<file path="src/rtl/pipe_ctrl.sv">
// Pipeline control: per-stage stall encoding, exception flush sequencing
// (RUN -> FLUSH -> REFILL -> RUN), branch redirect and a stall-cycle counter.
module pipe_ctrl #(
  parameter logic [31:0] EXC_MRET = 32'h0000000e,
  parameter int unsigned PERF_W   = 32
) (
  input  logic              clk,
  input  logic              rst,
  input  logic              stallreq_if,
  input  logic              stallreq_id,
  input  logic              stallreq_ex,
  input  logic              stallreq_mem,
  input  logic [31:0]       excepttype_i,
  input  logic [31:0]       mepc_i,
  input  logic [31:0]       mtvec_i,
  input  logic              ex_branch_flag_real,
  input  logic [31:0]       ex_branch_tar_addr_real,
  input  logic              perf_clr,
  output logic [5:0]        stall,
  output logic              flush,
  output logic              branch_flush,
  output logic [31:0]       new_pc,
  output logic [PERF_W-1:0] perf_stall_cnt
);

  typedef enum logic [1:0] {
    RUN    = 2'd0,
    FLUSH  = 2'd1,
    REFILL = 2'd2
  } state_t;

  state_t            state_q, state_d;
  logic              flush_q, flush_d;
  logic [31:0]       new_pc_q, new_pc_d;
  logic [PERF_W-1:0] cnt_q;

  // Stall priority encoder; held off during reset and while the pipe is squashed.
  always_comb begin
    stall = '0;
    if (!rst && state_q != FLUSH) begin
      if (stallreq_mem)     stall = 6'b011111;
      else if (stallreq_ex) stall = 6'b001111;
      else if (stallreq_id) stall = 6'b000111;
      else if (stallreq_if) stall = 6'b000011;
    end
  end

  // Branch redirect only from a running, unstalled EX stage.
  always_comb begin
    branch_flush = !rst && (state_q == RUN) && ex_branch_flag_real && !stall[3];
  end

  // Branch target overrides the registered trap target in the same cycle.
  always_comb begin
    new_pc = branch_flush ? ex_branch_tar_addr_real : new_pc_q;
    flush  = flush_q;
    perf_stall_cnt = cnt_q;
  end

  // Next-state logic; REFILL ignores exceptions so the squashed bubble cannot retrigger.
  always_comb begin
    state_d  = state_q;
    new_pc_d = new_pc_q;
    case (state_q)
      RUN: begin
        if (excepttype_i != '0) begin
          state_d  = FLUSH;
          new_pc_d = (excepttype_i == EXC_MRET) ? mepc_i : mtvec_i;
        end
      end
      FLUSH:   state_d = REFILL;
      REFILL:  state_d = RUN;
      default: state_d = RUN;
    endcase
    flush_d = (state_d == FLUSH);
  end

  // State, flush and trap target registers.
  always_ff @(posedge clk) begin
    if (rst) begin
      state_q  <= RUN;
      flush_q  <= 1'b0;
      new_pc_q <= '0;
    end else begin
      state_q  <= state_d;
      flush_q  <= flush_d;
      new_pc_q <= new_pc_d;
    end
  end

  // Stall-cycle counter; clear wins over increment, wraps naturally.
  always_ff @(posedge clk) begin
    if (rst || perf_clr) cnt_q <= '0;
    else if (stall != '0) cnt_q <= cnt_q + PERF_W'(1);
  end

endmodule

</file>
<file path="config.mk">
export PLATFORM = sky130hd
export DESIGN_NAME = pipe_ctrl
export DESIGN_NICKNAME = d
export VERILOG_FILES = /design/src/rtl/pipe_ctrl.sv
export SDC_FILE = /design/constraint.sdc
export NUM_CORES = 1
export LEC_CHECK = 0
export ABC_AREA = 1
export ABC_CLOCK_PERIOD_IN_PS = 4200
export BUFFER_PORTS_ARGS = -buffer_cell sky130_fd_sc_hd__buf_4
export CAP_MARGIN = 25
export CORE_MARGIN = 1
export CORE_UTILIZATION = 49
export CTS_CLUSTER_DIAMETER = 50
export CTS_CLUSTER_SIZE = 20
export DETAILED_ROUTE_END_ITERATION = 10
export HOLD_SLACK_MARGIN = 0.02
export PLACE_DENSITY = 0.92
export SLEW_MARGIN = 20
export SYNTH_ARGS = -nofsm -noshare
export SYNTH_HDL_FRONTEND = slang
export SYNTH_SLANG_ARGS = --single-unit
export TNS_END_PERCENT = 30
</file>
<file path="constraint.sdc">
create_clock -name clk -period 4.2 [get_ports clk]
set_input_delay 0.84 -clock clk [delete_from_list [all_inputs] [get_ports clk]]
set_output_delay 0.84 -clock clk [all_outputs]
set_load 0.005 [all_outputs]
</file>
==> impl_metrics.py <==
metrics = {
    "setup_path": {
        "critPathArrivalTime_ps": 2620,
        "critPathRequiredTime_ps": 3360,
        "crit_path_end_kind": "output pin",
        "cp_max_fo": 65,
        "critPathKind": "input pin to output pin",
        "critPathLaunchType": "input pin",
    },
    "layout": {
        "area_growth_pct": 43.52,
        "final_cell_mix": "207 x buf_4, 204 x nand2_1, 104 x inv_1",
        "layout.cells.non_filler": 974,
        "layout_commonest_cell": "buf_4",
        "drive_gt1_share_pct": 26.83,
        "nets": 1004,
        "antenna_cells": 0,
    },
    "route": {
        "drt_iter0_drc": 242,
        "viasPerCell": 5.054,
        "first_pass_iters": 6,
        "met1Wirelength_mm": 4.690,
        "wl_met2_mm": 6.287,
        "top_layer_used": "met4",
        "routed-wl-met3_um": 931,
        "drt_wl_total_mm": 12.28,
        "wl_per_cell_um": 12.60,
        "ant_nets": 0,
        "vias": 4923,
        "drc_errors": 0,
    },
    "grt": {
        "grt_pass1_vias": 4477,
        "grt_first_pass_wirelength_mm": 19.51,
        "grt_max_degree": 66,
        "track_usage_pct": 28.92,
        "overflow": 0,
        "antenna_found_initial": 0,
    },
    "synthesis": {
        "yosysUniqueCellTypes": 32,
        "synth_cells": 676,
        "seq_area_frac_synth_pct": 33.71,
        "syn_area_per_cell_um2": 5.886,
        "synth_area_um2": 3979,
        "ys.warnings.count": 0,
        "synth_nets": 813,
        "ys_ff_latch": 67,
        "netlist.area_leader.share_pct": 33.71,
        "yosys.area.top_type": "dfxtp_1",
        "yosys-top-cells-area": "dfxtp_1 34%, nand2_1 19%, inv_1 9.8%, o21ai_0 8.8%, nor2_1 8.5%",
    },
    "power": {
        "power_mw": 1.560,
        "p_sw_uw": 429.2,
        "power_density_nw_per_um2": 273.2,
        "clkPwrFrac_pct": 30.5,
        "vdd_drop_max_mv": 0.1307,
        "sequentialPowerShare_pct": 44.4,
        "power_frac_comb_pct": 25.1,
        "cellLeakagePower_nw": 2.915,
        "switching_share_pct": 27.51,
        "p_int_mw": 1.131,
    },
    "clock_network": {
        "clk_pin_slew_ps": 70,
        "clk_path_buf_depth": 2,
        "htreeDepth": 3,
        "postCtsSetupRepairBufs": 0,
        "cts_root_buf": "clkbuf_8",
        "cts_buffers": 9,
        "clock_sinks": 67,
        "cts_hold_buffers": 0,
        "cts_resized": 0,
        "worstSkewPairLatency_ps": 330,
        "tritoncts": "done",
    },
    "floorplanning": {
        "fp-row-count": 32,
        "core_area_um2": 7807,
        "die_x_um": 92.11,
        "die-area_um2": 8484,
        "die_y_um": 92.11,
        "ios": 208,
        "start_util_pct": 50.96,
    },
    "sta": {
        "tightest_slew_ps": 952.4,
        "tns_ps": 0,
        "fmax_mhz": 289.3,
        "finalSetupViolCount": 0,
        "relSlewSlack_pct": 36.36,
        "fin_skew_ps": 9.205,
        "rsz0062_at_grt": "false",
        "slew_violations": 0,
        "fin_crit_ps": 3457,
        "hold_violations": 0,
        "finalCritPeriodShare_pct": 82.30,
    },
    "placement": {
        "dp_hpwl_mm": 9.726,
        "dpl.cell_count": 957,
        "numPortBuffers": 206,
        "globalplace.congestion": 0.9239,
    },
    "job": {
        "max_cap_viol_count": 0,
    },
    "min_path": {
        "hold_path_class": "register to register",
    },
    "run_status": {
        "status": "completed",
    },
}
-- per-stage QoR --
| stage | hold WS [ps] | util (%) | setup WS (ps) | area (µm²) |
|---|---|---|---|---|
| after floorplan | 466.6 | - | 1563 | 3979 |
| after global placement | 474.1 | 70.54 | 861.4 | 5508 |
| after detailed placement | 489.6 | 70.74 | 753.1 | 5523 |
| after CTS | 508.7 | 72.95 | 736.6 | 5695 |
| after global routing | 546.1 | 73.14 | 519.2 | 5710 |
| final | 509.1 | 73.14 | 743.2 | 5710 |
-- cell type report --
cell class              instances  area, µm²
multi-input cells             475       2091
flip-flops and latches         67       1341
well taps                     102      127.6
inverters                     105      394.1
fillers                       653       2097
clock buffers                  14      162.7
repair buffers                209       1584
clock inverters                 2      10.01
-- cells in the mapped netlist (all sizes together) --
library cell / instances
xnor2: 1
clkbuf: 9
o21a: 1
nand3: 53
nand4: 7
nor4: 1
nand2: 205
a31oi: 3
nor3b: 1
o21ai: 77
conb: 1
nor3: 10
buf: 20
inv: 105
ha: 1
a21oi: 19
or2: 1
nand3b: 1
nor2: 93
dfxtp: 67
-- flip-flops by register name, summed over array words and instances (netlist names) --
register / flops
perf_stall_cnt: 32
state_q: 2
flush: 1
new_pc_q: 32
-- cell families after synthesis --
logic type | Yosys count | synth area share (%)
xor gates and xnor gates | 1 | 0.2202
AOI/OAI and AO/OA | 100 | 13.11
buffers and inverters | 134 | 13.80
and+or+nand+nor | 372 | 38.74
other | 1 | 0.09425
DFF | 67 | 33.71
adders and majority gates | 1 | 0.3144
-- critical path, stage by stage --
cell and delay [ps]:
buf_4 220, nor2_1 260, nand3_1 120, inv_2 650
o21ai_0 260, buf_4 200
-- power by group through the flow --
stage          logic, mW  clock network, mW  registers (mW)
2_1_floorplan      0.178                  0           0.703
3_3_place_gp       0.372                  0           0.705
3_5_place_dp       0.386                  0           0.707
4_1_cts            0.388              0.483           0.694
5_1_grt            0.433              0.511           0.697
6_report           0.391              0.476           0.693
-- worst paths after layout --
path	cells past startpoint	start	slack (ps)	to
setup / recovery	6	rst	740	new_pc[26]
setup reg to reg	10	state_q[1]	2320	perf_stall_cnt[25]
hold / removal	2	perf_stall_cnt[3]	510	perf_stall_cnt[3]
hold reg to reg	2	perf_stall_cnt[3]	510	perf_stall_cnt[3]
-- per-layer routing --
metal	vias up	global-route usage, %
met4	0	13.41
met3	35	5.390
met5	-	0
met1	2174	31.92
li1	2471	-
met2	243	53.11
Note: power is estimated with default switching activity, not from simulation.
